File: src/rtl/vga_timing_gen_if.sv
// Pixel-coordinate / color / VGA connector bundle for vga_timing_gen.
// master = timing generator, slave = the pixel generator and DAC side.
interface vga_timing_gen_if;
  logic [10:0] o_x;
  logic [10:0] o_y;
  logic [9:0]  i_red;
  logic [9:0]  i_green;
  logic [9:0]  i_blue;
  logic [7:0]  o_vga_r;
  logic [7:0]  o_vga_g;
  logic [7:0]  o_vga_b;
  logic        o_vga_hs;
  logic        o_vga_vs;
  logic        o_vga_blank_n;
  logic        o_vga_sync_n;
  logic        o_frame_start;

  modport master (
    output o_x, o_y,
    input  i_red, i_green, i_blue,
    output o_vga_r, o_vga_g, o_vga_b,
    output o_vga_hs, o_vga_vs, o_vga_blank_n, o_vga_sync_n, o_frame_start
  );

  modport slave (
    input  o_x, o_y,
    output i_red, i_green, i_blue,
    input  o_vga_r, o_vga_g, o_vga_b,
    input  o_vga_hs, o_vga_vs, o_vga_blank_n, o_vga_sync_n, o_frame_start
  );
endinterface

File: src/rtl/vga_timing_gen.sv
// VGA timing generator: free-running h/v counters plus one registered output stage
// for color, sync and blank. Define VGA_TESTBAR_EN for 8 vertical color bars.
module vga_timing_gen #(
  parameter int H_ACTIVE = 640,
  parameter int H_FP     = 16,
  parameter int H_SYNC   = 96,
  parameter int H_BP     = 48,
  parameter int V_ACTIVE = 480,
  parameter int V_FP     = 10,
  parameter int V_SYNC   = 2,
  parameter int V_BP     = 33
) (
  input  logic               i_clk,
  input  logic               i_rst_n,
  vga_timing_gen_if.master   bus
);

  localparam int H_TOTAL = H_ACTIVE + H_FP + H_SYNC + H_BP;
  localparam int V_TOTAL = V_ACTIVE + V_FP + V_SYNC + V_BP;

  localparam logic [10:0] H_LAST     = 11'(H_TOTAL - 1);
  localparam logic [10:0] V_LAST     = 11'(V_TOTAL - 1);
  localparam logic [10:0] H_ACT      = 11'(H_ACTIVE);
  localparam logic [10:0] V_ACT      = 11'(V_ACTIVE);
  localparam logic [10:0] HS_FIRST   = 11'(H_ACTIVE + H_FP);
  localparam logic [10:0] HS_LAST    = 11'(H_ACTIVE + H_FP + H_SYNC - 1);
  localparam logic [10:0] VS_FIRST   = 11'(V_ACTIVE + V_FP);
  localparam logic [10:0] VS_LAST    = 11'(V_ACTIVE + V_FP + V_SYNC - 1);

  logic [10:0] r_h_cnt;
  logic [10:0] r_v_cnt;
  logic [7:0]  r_vga_r;
  logic [7:0]  r_vga_g;
  logic [7:0]  r_vga_b;
  logic        r_vga_hs;
  logic        r_vga_vs;
  logic        r_vga_blank_n;
  logic        r_frame_start;

  logic        w_h_wrap;
  logic        w_v_wrap;
  logic        w_active;
  logic        w_hs_act;
  logic        w_vs_act;
  logic [7:0]  w_r;
  logic [7:0]  w_g;
  logic [7:0]  w_b;
  logic        w_unused_bits;

  assign w_h_wrap = (r_h_cnt == H_LAST);
  assign w_v_wrap = (r_v_cnt == V_LAST);
  assign w_active = (r_h_cnt < H_ACT) && (r_v_cnt < V_ACT);
  assign w_hs_act = (r_h_cnt >= HS_FIRST) && (r_h_cnt <= HS_LAST);
  assign w_vs_act = (r_v_cnt >= VS_FIRST) && (r_v_cnt <= VS_LAST);

  // v_cnt advances (and wraps) only on the h wrap, so (H_ACTIVE, V_ACTIVE) occurs once per frame.
  always_ff @(posedge i_clk or negedge i_rst_n) begin
    if (!i_rst_n) begin
      r_h_cnt <= '0;
      r_v_cnt <= '0;
    end else begin
      // NOTE: non-blocking so every register in this clock domain sees the pre-edge counter values.
      r_h_cnt <= w_h_wrap ? '0 : r_h_cnt + 11'd1;
      if (w_h_wrap) begin
        r_v_cnt <= w_v_wrap ? '0 : r_v_cnt + 11'd1;
      end
    end
  end

`ifdef VGA_TESTBAR_EN
  logic [10:0] w_bar_idx;
  assign w_bar_idx     = 11'(r_h_cnt / 11'(H_ACTIVE / 8));
  assign w_unused_bits = ^{bus.i_red, bus.i_green, bus.i_blue, w_bar_idx[10:3]};
`else
  // Only the upper 8 color bits reach the DAC; truncation, not rounding.
  assign w_unused_bits = ^{bus.i_red[1:0], bus.i_green[1:0], bus.i_blue[1:0]};
`endif

  always_comb begin
    // NOTE: defaults first so blanked pixels are zero and no path can infer a latch.
    w_r = '0;
    w_g = '0;
    w_b = '0;
    if (w_active) begin
`ifdef VGA_TESTBAR_EN
      w_r = {8{w_bar_idx[2]}};
      w_g = {8{w_bar_idx[1]}};
      w_b = {8{w_bar_idx[0]}};
`else
      w_r = bus.i_red[9:2];
      w_g = bus.i_green[9:2];
      w_b = bus.i_blue[9:2];
`endif
    end
  end

  // Single output stage: color, sync, blank and frame marker share the same latency.
  always_ff @(posedge i_clk or negedge i_rst_n) begin
    if (!i_rst_n) begin
      r_vga_r       <= '0;
      r_vga_g       <= '0;
      r_vga_b       <= '0;
      r_vga_hs      <= 1'b1;
      r_vga_vs      <= 1'b1;
      r_vga_blank_n <= 1'b0;
      r_frame_start <= 1'b0;
    end else begin
      r_vga_r       <= w_r;
      r_vga_g       <= w_g;
      r_vga_b       <= w_b;
      r_vga_hs      <= ~w_hs_act;
      r_vga_vs      <= ~w_vs_act;
      r_vga_blank_n <= w_active;
      r_frame_start <= (r_h_cnt == '0) && (r_v_cnt == '0);
    end
  end

  assign bus.o_x           = r_h_cnt;
  assign bus.o_y           = r_v_cnt;
  assign bus.o_vga_r       = r_vga_r;
  assign bus.o_vga_g       = r_vga_g;
  assign bus.o_vga_b       = r_vga_b;
  assign bus.o_vga_hs      = r_vga_hs;
  assign bus.o_vga_vs      = r_vga_vs;
  assign bus.o_vga_blank_n = r_vga_blank_n;
  assign bus.o_vga_sync_n  = 1'b0;
  assign bus.o_frame_start = r_frame_start;

endmodule

File: src/flat_wrapper.sv
// flat-port wrapper written by rule: the top's interface ports become plain ports
module vga_timing_gen_flat 
#(
  parameter int H_ACTIVE = 640,
  parameter int H_FP     = 16,
  parameter int H_SYNC   = 96,
  parameter int H_BP     = 48,
  parameter int V_ACTIVE = 480,
  parameter int V_FP     = 10,
  parameter int V_SYNC   = 2,
  parameter int V_BP     = 33
)
  (i_clk, i_rst_n, bus_o_x, bus_o_y, bus_i_red, bus_i_green, bus_i_blue, bus_o_vga_r, bus_o_vga_g, bus_o_vga_b, bus_o_vga_hs, bus_o_vga_vs, bus_o_vga_blank_n, bus_o_vga_sync_n, bus_o_frame_start);
  vga_timing_gen_if bus_i ();
  input  logic i_clk;
  input  logic i_rst_n;
  output wire logic [$bits(bus_i.o_x)-1:0] bus_o_x;
  output wire logic [$bits(bus_i.o_y)-1:0] bus_o_y;
  input wire logic [$bits(bus_i.i_red)-1:0] bus_i_red;
  input wire logic [$bits(bus_i.i_green)-1:0] bus_i_green;
  input wire logic [$bits(bus_i.i_blue)-1:0] bus_i_blue;
  output wire logic [$bits(bus_i.o_vga_r)-1:0] bus_o_vga_r;
  output wire logic [$bits(bus_i.o_vga_g)-1:0] bus_o_vga_g;
  output wire logic [$bits(bus_i.o_vga_b)-1:0] bus_o_vga_b;
  output wire logic [$bits(bus_i.o_vga_hs)-1:0] bus_o_vga_hs;
  output wire logic [$bits(bus_i.o_vga_vs)-1:0] bus_o_vga_vs;
  output wire logic [$bits(bus_i.o_vga_blank_n)-1:0] bus_o_vga_blank_n;
  output wire logic [$bits(bus_i.o_vga_sync_n)-1:0] bus_o_vga_sync_n;
  output wire logic [$bits(bus_i.o_frame_start)-1:0] bus_o_frame_start;
  assign bus_o_x = bus_i.o_x;
  assign bus_o_y = bus_i.o_y;
  assign bus_i.i_red = bus_i_red;
  assign bus_i.i_green = bus_i_green;
  assign bus_i.i_blue = bus_i_blue;
  assign bus_o_vga_r = bus_i.o_vga_r;
  assign bus_o_vga_g = bus_i.o_vga_g;
  assign bus_o_vga_b = bus_i.o_vga_b;
  assign bus_o_vga_hs = bus_i.o_vga_hs;
  assign bus_o_vga_vs = bus_i.o_vga_vs;
  assign bus_o_vga_blank_n = bus_i.o_vga_blank_n;
  assign bus_o_vga_sync_n = bus_i.o_vga_sync_n;
  assign bus_o_frame_start = bus_i.o_frame_start;
  vga_timing_gen #(.H_ACTIVE(H_ACTIVE), .H_FP(H_FP), .H_SYNC(H_SYNC), .H_BP(H_BP), .V_ACTIVE(V_ACTIVE), .V_FP(V_FP), .V_SYNC(V_SYNC), .V_BP(V_BP)) u_core (.i_clk(i_clk), .i_rst_n(i_rst_n), .bus(bus_i));
endmodule
File: config.mk
export PLATFORM = sky130hd
export DESIGN_NAME = vga_timing_gen_flat
export DESIGN_NICKNAME = d
export VERILOG_FILES = /design/src/rtl/vga_timing_gen_if.sv /design/src/rtl/vga_timing_gen.sv /design/src/flat_wrapper.sv
export SDC_FILE = /design/constraint.sdc
export NUM_CORES = 1
export LEC_CHECK = 0
export ABC_AREA = 0
export BUFFER_PORTS_ARGS = -buffer_cell sky130_fd_sc_hd__buf_2
export CAP_MARGIN = 20
export CORE_MARGIN = 10
export CORE_UTILIZATION = 52
export DETAILED_ROUTE_END_ITERATION = 16
export GPL_TIMING_DRIVEN = 0
export HOLD_SLACK_MARGIN = 0.1
export PLACE_DENSITY = 0.84
export SYNTH_ARGS = -nofsm -noshare
export SYNTH_HDL_FRONTEND = slang
export SYNTH_SLANG_ARGS = --single-unit
File: constraint.sdc
create_clock -name i_clk -period 4.56 [get_ports i_clk]
set_input_delay 0.456 -clock i_clk [delete_from_list [all_inputs] [get_ports i_clk]]
set_output_delay 0.456 -clock i_clk [all_outputs]
set_load 0.05 [all_outputs]
==> impl_metrics.tcl <==
set metrics [dict create \
    cts.reportedPaths.clkPinSlew_ns 0.09 \
    fin_skew_ns 0.0106 \
    die_area_sq_um 7050 \
    number_of_flops_mapped_to_enable_cells_by_yosys 0 \
    leakagePower_nw 1.38 \
    nFillCells 325 \
    crit_path_max_fanout 9 \
    crit_path_class "flop to flop" \
    placeableCoreArea_sq_um 3970 \
    finalCritPeriodShare_pct 47.4 \
    h_tree_levels 2 \
    fmax_mhz 463 \
    netlist-cell-type-count 41 \
    die_w_um 83.9 \
    postRouteAntennaNets 0 \
    synth.top_cell.area_share_pct 56.5 \
    slowest_delay_ns 0.57 \
    route.detailed.drc 0 \
    first_global_vias 1604 \
    post_cts.repair.setup_buffers 0 \
    worst_ep_required_time_ns 4.77 \
    cp-end-kind "flop" \
    yosys_register_bits 50 \
    drt_wl_total_mm 4.75 \
    first_pass_grt_wire_length_mm 7.90 \
    setup_viol 0 \
    drive_gt1_share_pct 37.6 \
    power.density_cell_area_nw_per_um2 301 \
    timing.final.hold_violations 0 \
    port_buffers 75 \
    finalWeightedCongestion 0.949 \
    num_vias 1592 \
    rows 23 \
    rsz0062_at_grt "no" \
    max-cap-violations 0 \
    ys_top_cells_by_area "sky130_fd_sc_hd__dfrtp_1 (57%), sky130_fd_sc_hd__and2_1 (7.4%), sky130_fd_sc_hd__xor2_1 (3.7%), sky130_fd_sc_hd__ha_1 (2.9%), sky130_fd_sc_hd__dfstp_2 (2.5%)" \
    start_util_pct 53.5 \
    cts_resized 0 \
    crit_buf_inv 1 \
    clk_root_buffer_cell "sky130_fd_sc_hd__clkbuf_8" \
    number_of_drc_violations_after_detailed_routing_iteration_0 95 \
    gr-usage-all-layers_pct 13.8 \
    critical-path-top-delay-family "simple AND/OR/NAND/NOR gates" \
    final_core_utilization_pct 67.6 \
    antenna_found_initial 0 \
    worst_pin_slew_ns 0.646 \
    multi_input_comb_area_sq_um 785 \
    area.sequential_sq_um 1250 \
    path_cells "buf_6 -> or4_4 -> nor3_2 -> o21ai_0 -> a21o_1" \
    ir_worst_vdd_mv 0.242 \
    antenna_cells 0 \
    grt_overflow 0 \
    post_cts_hold_buffer_count 0 \
    mappedNetlistNets 219 \
    hold_path.class "primary input to asynchronous set/reset pin" \
    dp_cell_count 307 \
    avg_inst_size_synth_sq_um 11.7 \
    chipHeight_um 83.9 \
    pin_count_of_the_biggest_net_entering_global_routing 51 \
    setup_total_negative_slack_ns 0 \
    tritoncts_clock_tree "done" \
    syn_area_sq_um 2130 \
    asyncSetResetFlopFracSynth_pct 100 \
    finalMaxSlewViolations 0 \
    wl_per_cell_um 15.0 \
    cts_made_buffers 5 \
    nets 302 \
    ioPinCount 83 \
    hpwl_mm 3.65 \
    cp.arrival_ns 2.37 \
    min_period_ns 2.16 \
    clkSinkCount 50 \
    final_cells 316 \
    ys_dominant_reg_cell "sky130_fd_sc_hd__dfrtp_1" \
    ys.warnings.count 0 \
    postSynthCellCount 182 \
    clock_insertion_delay_worst_skew_ns 0.31 \
    slowest_stage "sky130_fd_sc_hd__nor3_2" \
    max-clock-path-buffers 2 \
    post_drt_via_cell_ratio 5.04 \
    area_growth_pct 26.3 \
    synth.largest_area_cell "sky130_fd_sc_hd__dfrtp_1" \
    synth_sequential_area_ratio_pct 59.0 \
    status "finished, final reports clean" \
    slew_headroom_pct 56.5 \
    worst_setup_path_start_kind "flop" \
    dr.pass1.iters 4 \
]
==> layer usage <==
metal / up-vias / wire, um / global-route usage, %
met3: 6 / 614 / 8.98
li1: 782 / - / -
met2: 67 / 2240 / 22.0
met5: - / 0 / 0
met1: 737 / 1830 / 14.3
met4: 0 / 57 / 4.87
==> synth_stat cells (2+ instances only) <==
cell,n
sky130_fd_sc_hd__nor4_1,4
sky130_fd_sc_hd__inv_1,5
sky130_fd_sc_hd__and3_1,2
sky130_fd_sc_hd__a21oi_1,5
sky130_fd_sc_hd__nor3_1,6
sky130_fd_sc_hd__nor2_1,10
sky130_fd_sc_hd__nor2_2,2
sky130_fd_sc_hd__xor2_1,9
sky130_fd_sc_hd__dfrtp_1,48
sky130_fd_sc_hd__o21ai_0,5
sky130_fd_sc_hd__clkbuf_1,2
sky130_fd_sc_hd__and4_1,2
sky130_fd_sc_hd__nand3_1,6
sky130_fd_sc_hd__or3_1,2
sky130_fd_sc_hd__dfstp_2,2
sky130_fd_sc_hd__or4_4,2
sky130_fd_sc_hd__nand4_1,6
sky130_fd_sc_hd__xnor2_1,4
sky130_fd_sc_hd__buf_4,2
sky130_fd_sc_hd__ha_1,5
sky130_fd_sc_hd__and2_1,25
sky130_fd_sc_hd__nand2_1,9
==> state kept, by name, summed over array words and instances, names as in the netlist <==
name / cells
u_core.bus.o_vga_hs: 1
u_core.bus.o_vga_b: 8
u_core.bus.o_frame_start: 1
u_core.bus.o_x: 11
u_core.bus.o_vga_g: 8
u_core.bus.o_vga_r: 8
u_core.bus.o_y: 11
u_core.bus.o_vga_vs: 1
u_core.bus.o_vga_blank_n: 1
==> metrics by stage <==
| step | setup WS [ns] | hold WS [ns] | instance area (sq um) | total power [mW] |
|---|---|---|---|---|
| floorplan | 2.32 | 0.160 | 2130 | 0.514 |
| detailed placement | 2.40 | 0.532 | 2560 | 0.545 |
| finish | 2.40 | 0.116 | 2680 | 0.809 |
| global route | 2.21 | 0.147 | 2680 | 0.843 |
| CTS | 2.39 | 0.342 | 2660 | 0.816 |
| global placement | 2.45 | 0.527 | 2560 | 0.544 |
==> area by class of cell <==
class                   count  share of cell area, %
flip-flops and latches     50                   46.7
multi-input cells         119                   29.2
repair buffers             76                   14.7
clock buffers               6                   3.08
plain buffers               8                   2.56
well taps                  50                   2.33
inverters                   5                  0.699
clock inverters             2                  0.653
==> kinds of logic after synthesis <==
kind of cell,Yosys count,synth area share [%]
multiplexers,1,0.530
flip-flops,50,59.0
XOR/XNOR,13,5.36
other,1,0.176
AO/OA/AOI/OAI,17,5.42
adder cells (fa/ha/maj),5,2.94
AND/OR/NAND/NOR,82,22.5
buffers and inverters,13,4.12
==> cell usage in the layout, fill, tap and decap left out, types with 4 or more instances in the layout <==
cell type,n
sky130_fd_sc_hd__nand4_1,6
sky130_fd_sc_hd__clkbuf_8,6
sky130_fd_sc_hd__and2_1,25
sky130_fd_sc_hd__ha_1,5
sky130_fd_sc_hd__nand3_1,6
sky130_fd_sc_hd__o21ai_0,5
sky130_fd_sc_hd__nand2_1,9
sky130_fd_sc_hd__a21oi_1,5
sky130_fd_sc_hd__inv_1,5
sky130_fd_sc_hd__xor2_1,9
sky130_fd_sc_hd__nor4_1,4
sky130_fd_sc_hd__dfrtp_1,48
sky130_fd_sc_hd__xnor2_1,4
sky130_fd_sc_hd__buf_2,75
sky130_fd_sc_hd__nor2_1,10
sky130_fd_sc_hd__nor3_1,6
==> power breakdown <==
group          switching (mW)  internal, mW  total (mW)
Sequential            0.00224         0.454       0.456
Clock                   0.147         0.125       0.272
Combinational          0.0593        0.0220      0.0813
==> worst register-to-register path, delay by kind of cell (launching register included) <==
kind,cells,cell delay [ns]
compound gates,2,0.42
buf+inv,1,0.14
flops,1,0.40
simple gates,2,1.10
==> final timing paths <==
| check | startpoint | endpoint | slack, ns | cells after the start |
|---|---|---|---|---|
| min reg2reg | u_core.bus.o_y[8] | u_core.bus.o_y[8] | 0.54 | 1 |
| min in group i_clk | bus_i_green[9] | u_core.bus.o_vga_g[7] | 0.35 | 2 |
| max in group asynchronous | i_rst_n | u_core.bus.o_vga_b[4] | 3.92 | 2 |
| min | i_rst_n | u_core.bus.o_x[8] | 0.12 | 1 |
| max | u_core.bus.o_x[7] | u_core.bus.o_y[3] | 2.40 | 5 |
| max reg2reg | u_core.bus.o_x[7] | u_core.bus.o_y[3] | 2.40 | 5 |
Power figures use the tool's default switching activity.
